--- config.mk ---
export PLATFORM = sky130hd
export DESIGN_NAME = core_sequencer
export DESIGN_NICKNAME = d
export VERILOG_FILES = /design/src/rtl/core_pkg.sv /design/src/rtl/seq_timeout.sv /design/src/rtl/core_sequencer.sv
export SDC_FILE = /design/constraint.sdc
export NUM_CORES = 1
export LEC_CHECK = 0
export CAP_MARGIN = 0
export CORE_ASPECT_RATIO = 1.25
export CORE_UTILIZATION = 33
export CTS_CLUSTER_SIZE = 8
export DETAILED_ROUTE_END_ITERATION = 8
export GPL_TIMING_DRIVEN = 0
export SLEW_MARGIN = 20
export SYNTH_ARGS = -nofsm -noshare
export SYNTH_HDL_FRONTEND = slang
export SYNTH_SLANG_ARGS = --single-unit
--- constraint.sdc ---
create_clock -name clk -period 2.85 [get_ports clk]
set_input_delay 0.4275 -clock clk [delete_from_list [all_inputs] [get_ports clk]]
set_output_delay 0.4275 -clock clk [all_outputs]
set_load 0.01 [all_outputs]
--- src/rtl/core_pkg.sv ---
// rtl/core_pkg.sv - shared state encoding for the sequencer and decode stage
package core_pkg;

  typedef enum logic [2:0] {
    FETCH  = 3'd0,
    DECODE = 3'd1,
    EXEC   = 3'd2,
    MEM    = 3'd3,
    WRITE  = 3'd4,
    HALT   = 3'd5
  } state_t;

endpackage

--- src/rtl/seq_timeout.sv ---
// rtl/seq_timeout.sv - FPU wait down-counter, loaded on EXEC entry, expired at zero
module seq_timeout #(
  parameter int TIMEOUT = 64
) (
  input  logic clk,
  input  logic rst,
  input  logic load,
  input  logic en,
  output logic expired
);

  localparam int W = $clog2(TIMEOUT + 1);

  logic [W-1:0] cnt;

  always_ff @(posedge clk or negedge rst) begin
    if (!rst) begin
      cnt <= '0;
    end else if (load) begin
      cnt <= W'(TIMEOUT);
    end else if (en && cnt != '0) begin
      cnt <= cnt - 1'b1;
    end
  end

  assign expired = (cnt == '0);

endmodule

--- src/rtl/core_sequencer.sv ---
// rtl/core_sequencer.sv - multi-cycle FETCH/DECODE/EXEC/MEM/WRITE sequencer
// Optional SEQ_SKIP_MEM_EN: non-memory instructions go EXEC -> WRITE directly.
module core_sequencer
  import core_pkg::*;
#(
  parameter int FPU_TIMEOUT = 64,
  parameter int CNT_W       = 32
) (
  input  logic             clk,
  input  logic             rst,
  input  logic             halt_req,
  input  logic             imem_valid,
  input  logic             use_fpu,
  input  logic             mem_read,
  input  logic             mem_write,
  input  logic             data_in,
  input  logic             data_out,
  input  logic             fpu_done,
  input  logic             dmem_ready,
  input  logic             rx_valid,
  input  logic             tx_ready,
  output logic [2:0]       state,
  output logic             imem_req,
  output logic             ir_we,
  output logic             fpu_start,
  output logic             dmem_req,
  output logic             rx_pop,
  output logic             tx_push,
  output logic             pc_we,
  output logic             rf_we,
  output logic [CNT_W-1:0] retired,
  output logic             fpu_err
);

  state_t state_q, state_d;
  logic   first_q;
  logic   exec_done;
  logic   fpu_timeout;
  logic   expired;
  logic   exec_entry;
  logic   mem_op;

  assign mem_op     = mem_read | mem_write;
  assign exec_entry = (state_d == EXEC) && (state_q != EXEC);

  seq_timeout #(.TIMEOUT(FPU_TIMEOUT)) u_timeout (
    .clk     (clk),
    .rst     (rst),
    .load    (exec_entry),
    .en      (state_q == EXEC),
    .expired (expired)
  );

  always_comb begin
    state_d     = state_q;
    exec_done   = 1'b0;
    fpu_timeout = 1'b0;
    case (state_q)
      FETCH: begin
        if (halt_req)        state_d = HALT;
        else if (imem_valid) state_d = DECODE;
      end
      DECODE: state_d = EXEC;
      EXEC: begin
        // fpu_done in the entry cycle belongs to no launched operation
        if (use_fpu) begin
          if (!first_q) begin
            if (fpu_done) begin
              exec_done = 1'b1;
            end else if (expired) begin
              exec_done   = 1'b1;
              fpu_timeout = 1'b1;
            end
          end
        end else if (data_in) begin
          exec_done = rx_valid;
        end else if (data_out) begin
          exec_done = tx_ready;
        end else begin
          exec_done = 1'b1;
        end
        if (exec_done) begin
`ifdef SEQ_SKIP_MEM_EN
          state_d = mem_op ? MEM : WRITE;
`else
          state_d = MEM;
`endif
        end
      end
      MEM: begin
        if (!mem_op || dmem_ready) state_d = WRITE;
      end
      WRITE: state_d = FETCH;
      HALT: begin
        if (!halt_req) state_d = FETCH;
      end
      default: state_d = FETCH;
    endcase
  end

  // Input-qualified strobes appear the cycle after their event; commit strobes line up with WRITE.
  always_ff @(posedge clk or negedge rst) begin
    if (!rst) begin
      state_q   <= FETCH;
      first_q   <= 1'b0;
      ir_we     <= 1'b0;
      fpu_start <= 1'b0;
      rx_pop    <= 1'b0;
      tx_push   <= 1'b0;
      pc_we     <= 1'b0;
      rf_we     <= 1'b0;
      retired   <= '0;
      fpu_err   <= 1'b0;
    end else begin
      state_q   <= state_d;
      first_q   <= exec_entry;
      ir_we     <= (state_q == FETCH) && !halt_req && imem_valid;
      fpu_start <= (state_q == EXEC) && first_q && use_fpu;
      rx_pop    <= exec_done && !use_fpu && data_in;
      tx_push   <= exec_done && !use_fpu && !data_in && data_out;
      pc_we     <= (state_d == WRITE);
      rf_we     <= (state_d == WRITE);
      if (state_d == WRITE) retired <= retired + CNT_W'(1);
      fpu_err   <= fpu_err | fpu_timeout;
    end
  end

  assign state    = state_q;
  assign imem_req = (state_q == FETCH) && !halt_req;
  assign dmem_req = (state_q == MEM) && mem_op;

endmodule

==> impl_metrics.csv, run 1 <==
group,metric,value,unit
placed_design,place_inst,354,
clock_network,cts_tree,"yes",
global_routing,first_global_vias,1647,
pwr,clkPwrFrac,26.7,%
timing,maxSlewViolCount,0,
yosys,synth_top_family_by_area,"simple AND/OR/NAND/NOR gates",
timing,max_freq,448.5,MHz
yosys,synth_compound_area_share,3.763,%
global_routing,grt_max_degree,50,
routing,vias_per_cell,4.715,
yosys,ys_ff_latch,49,
timing,setup_viol,0,
yosys,postSynthCellCount,211,
final_layout,area_growth,35.42,%
yosys,synth_xor_area_share,13.56,%
floorplan,fp-row-count,33,
yosys,synthSimpleGateAreaFrac,23.08,%
pwr,comb_power_share,31.2,%
yosys,ys_seq_area_share,54.23,%
pwr,seq_power_share,42.2,%
global_routing,overflow,0,
final_layout,fill_cells,646,
clock_network,clk_latency,300,ps
final_layout,layout_common_cells,"clkdlybuf4s50_1 (55), dfrtp_1 (49), xnor2_1 (22), nor2_1 (21), nand2_1 (20)",
pwr,net-switching-power,660.1,uW
timing,hold_viol_final,0,
clock_network,cts_made_buffers,5,
floorplan,die-area,7188,um2
setup_path,crit_fanout,6,
floorplan,die_x,76.04,um
yosys,syn_avg_cell_area,10.72,um2
clock_network,post_cts_buffers,0,
setup_path,crit_type,"in2reg",
yosys,synthDistinctLibCells,36,
global_routing,antenna_found_initial,0,
placed_design,hpwl,3360,um
final_layout,final_common_cell,"clkdlybuf4s50_1",
yosys,async_reset_ff_share,100.0,%
pwr,power_density,708.6,nW/um2
routing,dr.first_iter.drc_count,64,
final_layout,multi_input_comb_area,959.7,um2
clock_network,cts-root-buf,"clkbuf_8",
final_layout,register_area,1226,um2
clock_network,post_cts_resized,0,
run,cap_viol_max_count,0,
clock_network,cts.path.max_buffers,2,
clock_network,clkTransAtPathRegs,90,ps
final_layout,nets,289,
floorplan,initial_core_util,34.22,%
setup_path,rr_startpoint,"state[2]",
setup_path,r2r-end,"retired[30]",
pwr,ir_worst_vdd,261.7,uV
floorplan,io_pins,57,
placed_design,place.gp.congestion,0.7319,
clock_network,numClockSinks,49,
final_layout,diodes,0,
yosys,synth_edf_count,0,
yosys,synth-adder-area-share,1.107,%
final_layout,fin_cells,362,
run_status,status,"finished, final reports clean",
clock_network,hold_buffers,0,
pwr,leakagePower,0.001348,uW
routing,wl_per_cell,12.90,um
routing,post-route-drc-count,0,
floorplan,core-area,6606,um2
routing,vias,1707,
final_layout,final_layout_size_suffix_gt1_share,7.636,%
yosys,muxShareOfSynthArea,0.9408,%
pwr,p_int,1509,uW
worst_hold_path,hold_class,"in2async",
setup_path,rr_worst_depth,6,
timing,worst_slack,620.3,ps
yosys,ys.warnings.count,0,
timing,clock_skew,9.568,ps
yosys,synthesis.nets,226,
final_layout,design_area,3062,um2
setup_path,worstPathRequired,3040,ps
global_routing,track_usage,13.92,%
routing,first_pass_iters,2,
timing,rsz0062_at_grt,"no",
setup_path,startpoint_type,"input port",
floorplan,dieHeight,94.54,um
placed_design,place_area,2928,um2
placed_design,portBuffers,56,
global_routing,grt_pass1_wl,7900,um
yosys,syn-cell-area,2261,um2
timing,worst_pin_slew,619.9,ps
routing,drtAntennaViolNets,0,
timing,period_needed,2230,ps
timing,relSlewSlack,58.67,%
timing,finalCritPeriodShare,78.24,%
pwr,switching_share,30.43,%
setup_path,end_kind,"register",
placed_design,dp_slack,323.9,ps
yosys,synth_flop_cell,"dfrtp_1",
clock_network,cts_htree_levels,2,
setup_path,cp.arrival,2420,ps
setup_path,rrSetupSlack,670,ps
routing,wirelength,4668,um
==> area by class of cell <==
type	count	share of cell area, %
inverters	7	0.8582
plain buffers	8	1.594
clock buffers	5	2.248
multi-input cells	147	31.34
clock inverters	3	2.125
well taps	87	3.555
repair buffers	56	18.23
flip-flops and latches	49	40.05
==> per-stage QoR <==
stage | TNS, ps | util (%) | power [uW] | hold slack, ps
3_3_place_gp | -7726 | 44.36 | 1598 | 461.0
4_1_cts | 0 | 46.34 | 2199 | 159.4
5_1_grt | 0 | 46.34 | 2313 | 184.2
2_1_floorplan | 0 | - | 1327 | 131.9
6_report | 0 | 46.34 | 2169 | 129.5
3_5_place_dp | 0 | 44.32 | 1610 | 474.3
==> cells in the mapped netlist (all sizes together), types with 3 or more instances <==
cell type	number	area (um2)
and2	3	18.77
and3	7	43.79
and4	3	26.28
buf	5	36.28
clkbuf	3	12.51
dfrtp	49	1226
inv	7	26.28
nand2	20	75.07
nand3	7	35.03
nand4	10	62.56
nor2	21	78.83
nor3	8	40.04
nor3b	4	40.03
nor4	3	33.78
o21ai	5	25.02
o21bai	3	22.52
xnor2	22	192.7
xor2	13	113.9
==> power groups by stage <==
stage,registers [uW],logic [uW],clock network (uW)
after floorplan,941,386,0
after global placement,925,673,0
after detailed placement,930,680,0
after CTS,918,683,597
after global routing,933,756,624
final,915,676,579
==> logic make-up after synthesis <==
logic type	after synthesis
flip-flops	49
AO/OA/AOI/OAI	13
adder cells (fa/ha/maj)	2
buffers and inverters	15
multiplexers	2
XOR/XNOR	35
AND/OR/NAND/NOR	95
==> layer usage <==
| metal | vias to the layer above | track usage [%] | wire length, um |
|---|---|---|---|
| met4 | 0 | 5.769 | 66 |
| met1 | 826 | 16.86 | 2160 |
| met3 | 5 | 2.705 | 197 |
| met2 | 39 | 24.39 | 2244 |
| met5 | - | 0 | 0 |
| li1 | 837 | - | - |
==> critical path: stages <==
cell             delay [ps]
clkdlybuf4s50_1         420
o21bai_1                300
nor3b_2                 310
nand4_1                 310
or4_1                   510
xnor2_1                 140
==> worst max path at each step <==
| stage | startpoint | end | cells past startpoint |
|---|---|---|---|
| 2_1_floorplan | state[0] | u_timeout.cnt[5] | 7 |
| 3_3_place_gp | rst | retired[21] | 1 |
| 3_5_place_dp | mem_write | retired[30] | 6 |
| 4_1_cts | state[2] | dmem_req | 4 |
| 5_1_grt | mem_write | retired[8] | 6 |
| 6_report | mem_write | retired[30] | 6 |
==> flip-flops by register name (all words and copies together) (netlist names) <==
name and flops:
retired 32, rx_pop 1, fpu_start 1, tx_push 1
ir_we 1, state 3, u_timeout.cnt 7, first_q 1
rf_we 1, fpu_err 1
Power figures use the tool's default switching activity.
==> inputs of run 2 (changes only) <==
clock period = 2 ns   (was 2.85 ns; I/O delays follow)
==> run 2 against run 1 <==
Net effect:
- clock skew hardly changed
- final cell count up 0.83%
- utilization is 0.66 points higher
- die area did not move
- sequential power increased by 44%
- total power grew 44%
- combinational power increased by 45%
- sequential share of layout area down 0.56 points
- sequential cell count unchanged
- worst hold slack got worse by 130 ps
- clock power is 43% higher
- count of clock-buffer cells in the layout unchanged
- critical path type is now reg2reg
==> impl_metrics.csv, run 2 (synthesis gave the netlist of run 1 again) <==
group,metric,value,unit
clock_network,cts-root-buf,"clkbuf_8",
setup_path,startpoint_type,"register",
placed_design,hpwl,3360,um
final_layout,final_layout_size_suffix_gt1_share,10.79,%
setup_path,path_delay_family,"simple AND/OR/NAND/NOR gates",
placed_design,place_inst,354,
timing,period_needed,1975,ps
timing,timing.setup.tns,0,ps
worst_hold_path,hold_class,"in2async",
clock_network,cts_made_buffers,5,
clock_network,hold_buffers,0,
floorplan,dieHeight,94.54,um
setup_path,crit_type,"reg2reg",
final_layout,diodes,0,
run,cap_viol_max_count,0,
routing,post-route-drc-count,0,
final_layout,final_common_cell,"clkdlybuf4s50_1",
placed_design,portBuffers,56,
setup_path,cp.arrival,2150,ps
routing,drtAntennaViolNets,0,
setup_path,worstPathRequired,2180,ps
pwr,leakagePower,0.001382,uW
timing,finalCritPeriodShare,98.77,%
final_layout,fin_cells,365,
final_layout,register_area,1226,um2
setup_path,critPathMaxStageDelay,440,ps
routing,vias_per_cell,4.764,
setup_path,end_kind,"register",
routing,first_pass_iters,4,
clock_network,cts.path.max_buffers,2,
pwr,power_density,1006,nW/um2
placed_design,place.gp.congestion,0.7319,
timing,rsz0062_at_grt,"yes",
global_routing,grt_pass1_wl,7921,um
timing,setup_viol,0,
clock_network,clk_latency,300,ps
timing,max_freq,506.2,MHz
setup_path,crit_fanout,10,
pwr,total_power,3123,uW
final_layout,multi_input_comb_area,975.9,um2
final_layout,largest-register,"retired",
timing,clock_skew,10.06,ps
final_layout,layout_common_cells,"clkdlybuf4s50_1 (53), dfrtp_1 (49), xnor2_1 (22), nor2_1 (21), nand2_1 (20)",
final_layout,nets,292,
timing,hold_viol_final,0,
floorplan,fp-row-count,33,
floorplan,initial_core_util,34.22,%
timing,relSlewSlack,58.68,%
global_routing,antenna_found_initial,0,
clock_network,clkTransAtPathRegs,90,ps
routing,wirelength,4730,um
clock_network,cts_tree,"yes",
setup_path,cp_slowest_cell,"or4_4",
routing,vias,1739,
global_routing,grt_max_degree,50,
clock_network,cts_htree_levels,2,
global_routing,first_global_vias,1651,
floorplan,die-area,7188,um2
final_layout,largest_register_ff_count,32,
final_layout,fill_cells,643,
setup_path,critPathBufInv,2,
global_routing,track_usage,13.94,%
run_status,status,"finished, final reports clean",
final_layout,area_growth,37.35,%
routing,dr.first_iter.drc_count,64,
floorplan,die_x,76.04,um
floorplan,io_pins,57,
pwr,ir_worst_vdd,383.7,uV
global_routing,overflow,0,
routing,wl_per_cell,12.96,um
clock_network,numClockSinks,49,
timing,worst_pin_slew,619.8,ps
floorplan,core-area,6606,um2
timing,maxSlewViolCount,0,
setup_path,path_cells,"buf_6 -> or3b_1 -> buf_2 -> or4_4 -> nor4_4 -> xnor2_1 -> nor2_1",
==> run 2: cell types whose count changed in the layout (fill, tap and decap cells not counted), sizes merged <==
cell	change
buf	+5
clkbuf	-2
clkdlybuf4s50	-2
dlygate4sd2	+2
==> run 2: cell type report <==
| type | instances | area share, % |
|---|---|---|
| Buffer | 6 | 1.330 |
| Clock buffer | 5 | 2.216 |
| Clock inverter | 3 | 2.095 |
| Inverter | 7 | 0.8461 |
| Multi-Input combinational cell | 147 | 31.43 |
| Sequential cell | 49 | 39.48 |
| Tap cell | 87 | 3.505 |
| Timing Repair Buffer | 61 | 19.10 |
==> run 2: path summary, 6_finish.rpt <==
path	start	to	slack [ps]	cells after the start
max	state[0]	u_timeout.cnt[5]	20	7
min in group clk	retired[31]	retired[31]	480	1
min	rst	u_timeout.cnt[5]	1	1
max reg2reg	state[0]	u_timeout.cnt[5]	20	7
min reg2reg	retired[31]	retired[31]	480	1
max in group asynchronous	rst	retired[3]	1570	1
==> run 2: timing repair <==
action	CTS	global route
buffers inserted	1	4
resized for setup	3	4
pin swaps	1	2
setup endpoints to repair	10	21
==> run 2: per-stage QoR <==
stage / hold WS (ps) / instance area, um2 / utilization, % / setup WS, ps
finish: 1.054 / 3105 / 47.01 / 24.66
global route: 56.73 / 3105 / 47.01 / -67.82
CTS: 31.94 / 3068 / 46.44 / 0.5678
detailed placement: 368.0 / 2928 / 44.32 / -398.6
global placement: 461.0 / 2930 / 44.36 / -882.7
floorplan: 4.409 / 2261 / - / 65.15
==> run 2: per-layer routing <==
layer / GRT usage, % / wire [um] / share of wire [%] / up-vias
met2: 24.39 / 2278 / 48 / 41
li1: - / - / - / 844
met5: 0 / 0 / 0 / -
met4: 5.769 / 65 / 1.4 / 0
met3: 2.705 / 212 / 4.5 / 5
met1: 16.92 / 2173 / 46 / 849
==> run 2: power breakdown <==
| group | internal, uW | switching (uW) |
|---|---|---|
| Sequential | 1160 | 159 |
| Clock | 497 | 332 |
| Combinational | 510 | 469 |
| Total | 2160 | 960 |
==> inputs of run 3 (changes only) <==
CORE_MARGIN = 4   (was unset)
SYNTH_HIERARCHICAL = 1   (was unset)
==> run 3 against run 2 <==
Net effect:
- sequential share of layout area decreased by 2.3 points
- critical path type is now reg2out
- critical path depth decreased by 4
- clock skew shrank 2.2 ps
- combinational power increased by 14%
- largest cell class unchanged
- the flow now finishes with violations (hold timing)
==> impl_metrics.csv, run 3 <==
group,metric,value,unit
yosys,ys_ff_latch,49,
floorplan,fp-row-count,34,
yosys,syn-cell-area,2436,um2
final_layout,area_growth,35.64,%
timing,hold_viol_final,5,
run_status,status,"finished with violations",
yosys,syn_avg_cell_area,10.83,um2
global_routing,first_global_vias,2007,
routing,wirelength,5326,um
yosys,synth_most_common_cell,"dfrtp_1",
final_layout,fill_cells,711,
routing,drtAntennaViolNets,0,
worst_hold_path,hold_class,"in2async",
floorplan,die-area,8829,um2
setup_path,cp.arrival,1610,ps
placed_design,hpwl,3802,um
clock_network,cts-root-buf,"clkbuf_8",
setup_path,rrSetupSlack,160,ps
setup_path,rr_worst_depth,6,
final_layout,nets,307,
pwr,ir_worst_vdd,458.3,uV
placed_design,place_inst,371,
run,cap_viol_max_count,0,
yosys,synth_top_area_share,50.33,%
pwr,power_density,995.7,nW/um2
timing,max_freq,524.9,MHz
setup_path,end_kind,"output pin",
floorplan,die_x,84.85,um
routing,post-route-drc-count,0,
clock_network,hold_buffers,0,
timing,period_needed,1905,ps
final_layout,fin_cells,383,
timing,setup_viol,0,
floorplan,dieHeight,104.1,um
setup_path,r2r-end,"u_timeout/cnt[4]",
clock_network,cts_made_buffers,5,
floorplan,io_pins,57,
final_layout,diodes,0,
yosys,synthesis.nets,240,
setup_path,rr_startpoint,"state[2]",
global_routing,met1_usage,14.79,%
yosys,async_reset_ff_share,100.0,%
pwr,total_power,3290,uW
global_routing,antenna_found_initial,0,
clock_network,cts_htree_levels,2,
timing,fin_hold_ws,-12.23,ps
global_routing,overflow,0,
global_routing,grt_max_degree,50,
global_routing,track_usage,12.51,%
yosys,synth_flop_cell,"dfrtp_1",
pwr,leakagePower,0.001452,uW
yosys,synthDistinctLibCells,45,
setup_path,crit_fanout,10,
final_layout,layout_common_cells,"clkdlybuf4s50_1 (53), dfrtp_1 (48), xnor2_1 (20), nand2_1 (16), nor2_1 (13)",
global_routing,top_usage_layer,"met2",
setup_path,worstPathRequired,1700,ps
placed_design,portBuffers,56,
clock_network,clkTransAtPathRegs,90,ps
timing,rsz0062_at_grt,"no",
run_status,violations,"hold timing",
routing,first_pass_iters,4,
routing,vias_per_cell,4.971,
yosys,synth.area.top_cells,"dfrtp_1 (50%), xnor2_1 (7.2%), xor2_1 (4.3%)",
timing,clock_skew,7.884,ps
final_layout,final_layout_size_suffix_gt1_share,13.65,%
yosys,synth_top_area_cell,"dfrtp_1",
timing,worst_pin_slew,647.5,ps
timing,finalCritPeriodShare,95.26,%
final_layout,largest_register_ff_count,32,
floorplan,core-area,7062,um2
global_routing,met3_usage,3.328,%
yosys,ys_seq_area_share,50.33,%
yosys,synth_edf_count,0,
routing,wl_per_cell,13.91,um
floorplan,initial_core_util,34.50,%
placed_design,place.gp.congestion,0.7513,
routing,vias,1904,
final_layout,largest-register,"retired",
routing,dr.first_iter.drc_count,92,
global_routing,grt_pass1_wl,9183,um
setup_path,crit_type,"reg2out",
clock_network,cts.path.max_buffers,2,
yosys,synthTopCellsByCount,"dfrtp_1 (49), xnor2_1 (20), nand2_1 (16)",
timing,relSlewSlack,56.84,%
global_routing,use_met2,21.67,%
yosys,ys.warnings.count,6,
final_layout,final_common_cell,"clkdlybuf4s50_1",
timing,maxSlewViolCount,0,
clock_network,cts_tree,"yes",
setup_path,startpoint_type,"register",
clock_network,clk_latency,300,ps
yosys,postSynthCellCount,225,
clock_network,numClockSinks,49,
run 3: per-layer routing:
layer	share of wire, %	up-vias
li1	-	929
met1	42	924
met2	51	43
met3	5.2	8
met4	1.7	0
met5	0	-
run 3: worst max-delay path, stage by stage, from the launching register on:
cell	delay, ps
dfrtp_1	450
clkbuf_2	230
nor4_2	320
dlygate4sd2_1	310
run 3: worst max path at each step:
stage	from	end	slack, ps	cells after the start
3_3_place_gp	rst	retired[31]	-900	1
3_5_place_dp	mem_write	retired[27]	-440	5
5_1_grt	u_timeout/cnt[3]	state[0]	2	6
6_report	state[0]	imem_req	90	3
4_1_cts	state[2]	dmem_req	20	3
2_1_floorplan	state[2]	u_timeout/cnt[4]	120	6
run 3: area by class of cell:
cell class	count	area, um2	area share [%]
sequential	49	1227	37.15
multi-input combinational	159	1156	34.99
timing repair buffer	61	596.8	18.06
tap	90	112.6	3.408
clock buffer	5	68.82	2.083
clock inverter	3	65.06	1.969
buffer	9	51.30	1.552
inverter	7	26.28	0.7952
run 3: kinds of logic (layout without fill, tap and decap cells):
group | Yosys count | after routing | share of synthesized area, %
muxes | 4 | 4 | 1.849
AOI/OAI and AO/OA | 16 | 16 | 4.366
DFF | 49 | 49 | 50.33
buffers and inverters | 17 | 85 | 3.133
xor gates and xnor gates | 32 | 32 | 11.50
and+or+nand+nor | 105 | 105 | 27.79
adders and majority gates | 2 | 2 | 1.027
run 3: power by group:
part           internal [uW]  switching, uW
clock                    497            335
sequential              1160            185
combinational            573            542
total                   2230           1060
run 3: stage by stage:
stage               TNS (ps)  util [%]  hold WS [ps]  setup WS (ps)  instance area, um2
CTS                        0     46.26         33.50          20.29                3267
floorplan                  0         -         4.409          122.7                2436
finish                     0     46.79        -12.23          94.86                3304
global placement      -49990     44.03         455.7         -897.4                3109
global route               0     46.79         63.89          1.596                3304
detailed placement     -6466     43.99         368.2         -435.1                3107
run 3: repair_timing:
action                                  CTS  global route
pin swaps                                 1             0
resized for setup                         6             5
setup buffers                             2             3
cloned                                    0             0
endpoints found under the hold margin     0             0
endpoints found under the setup margin   11            19
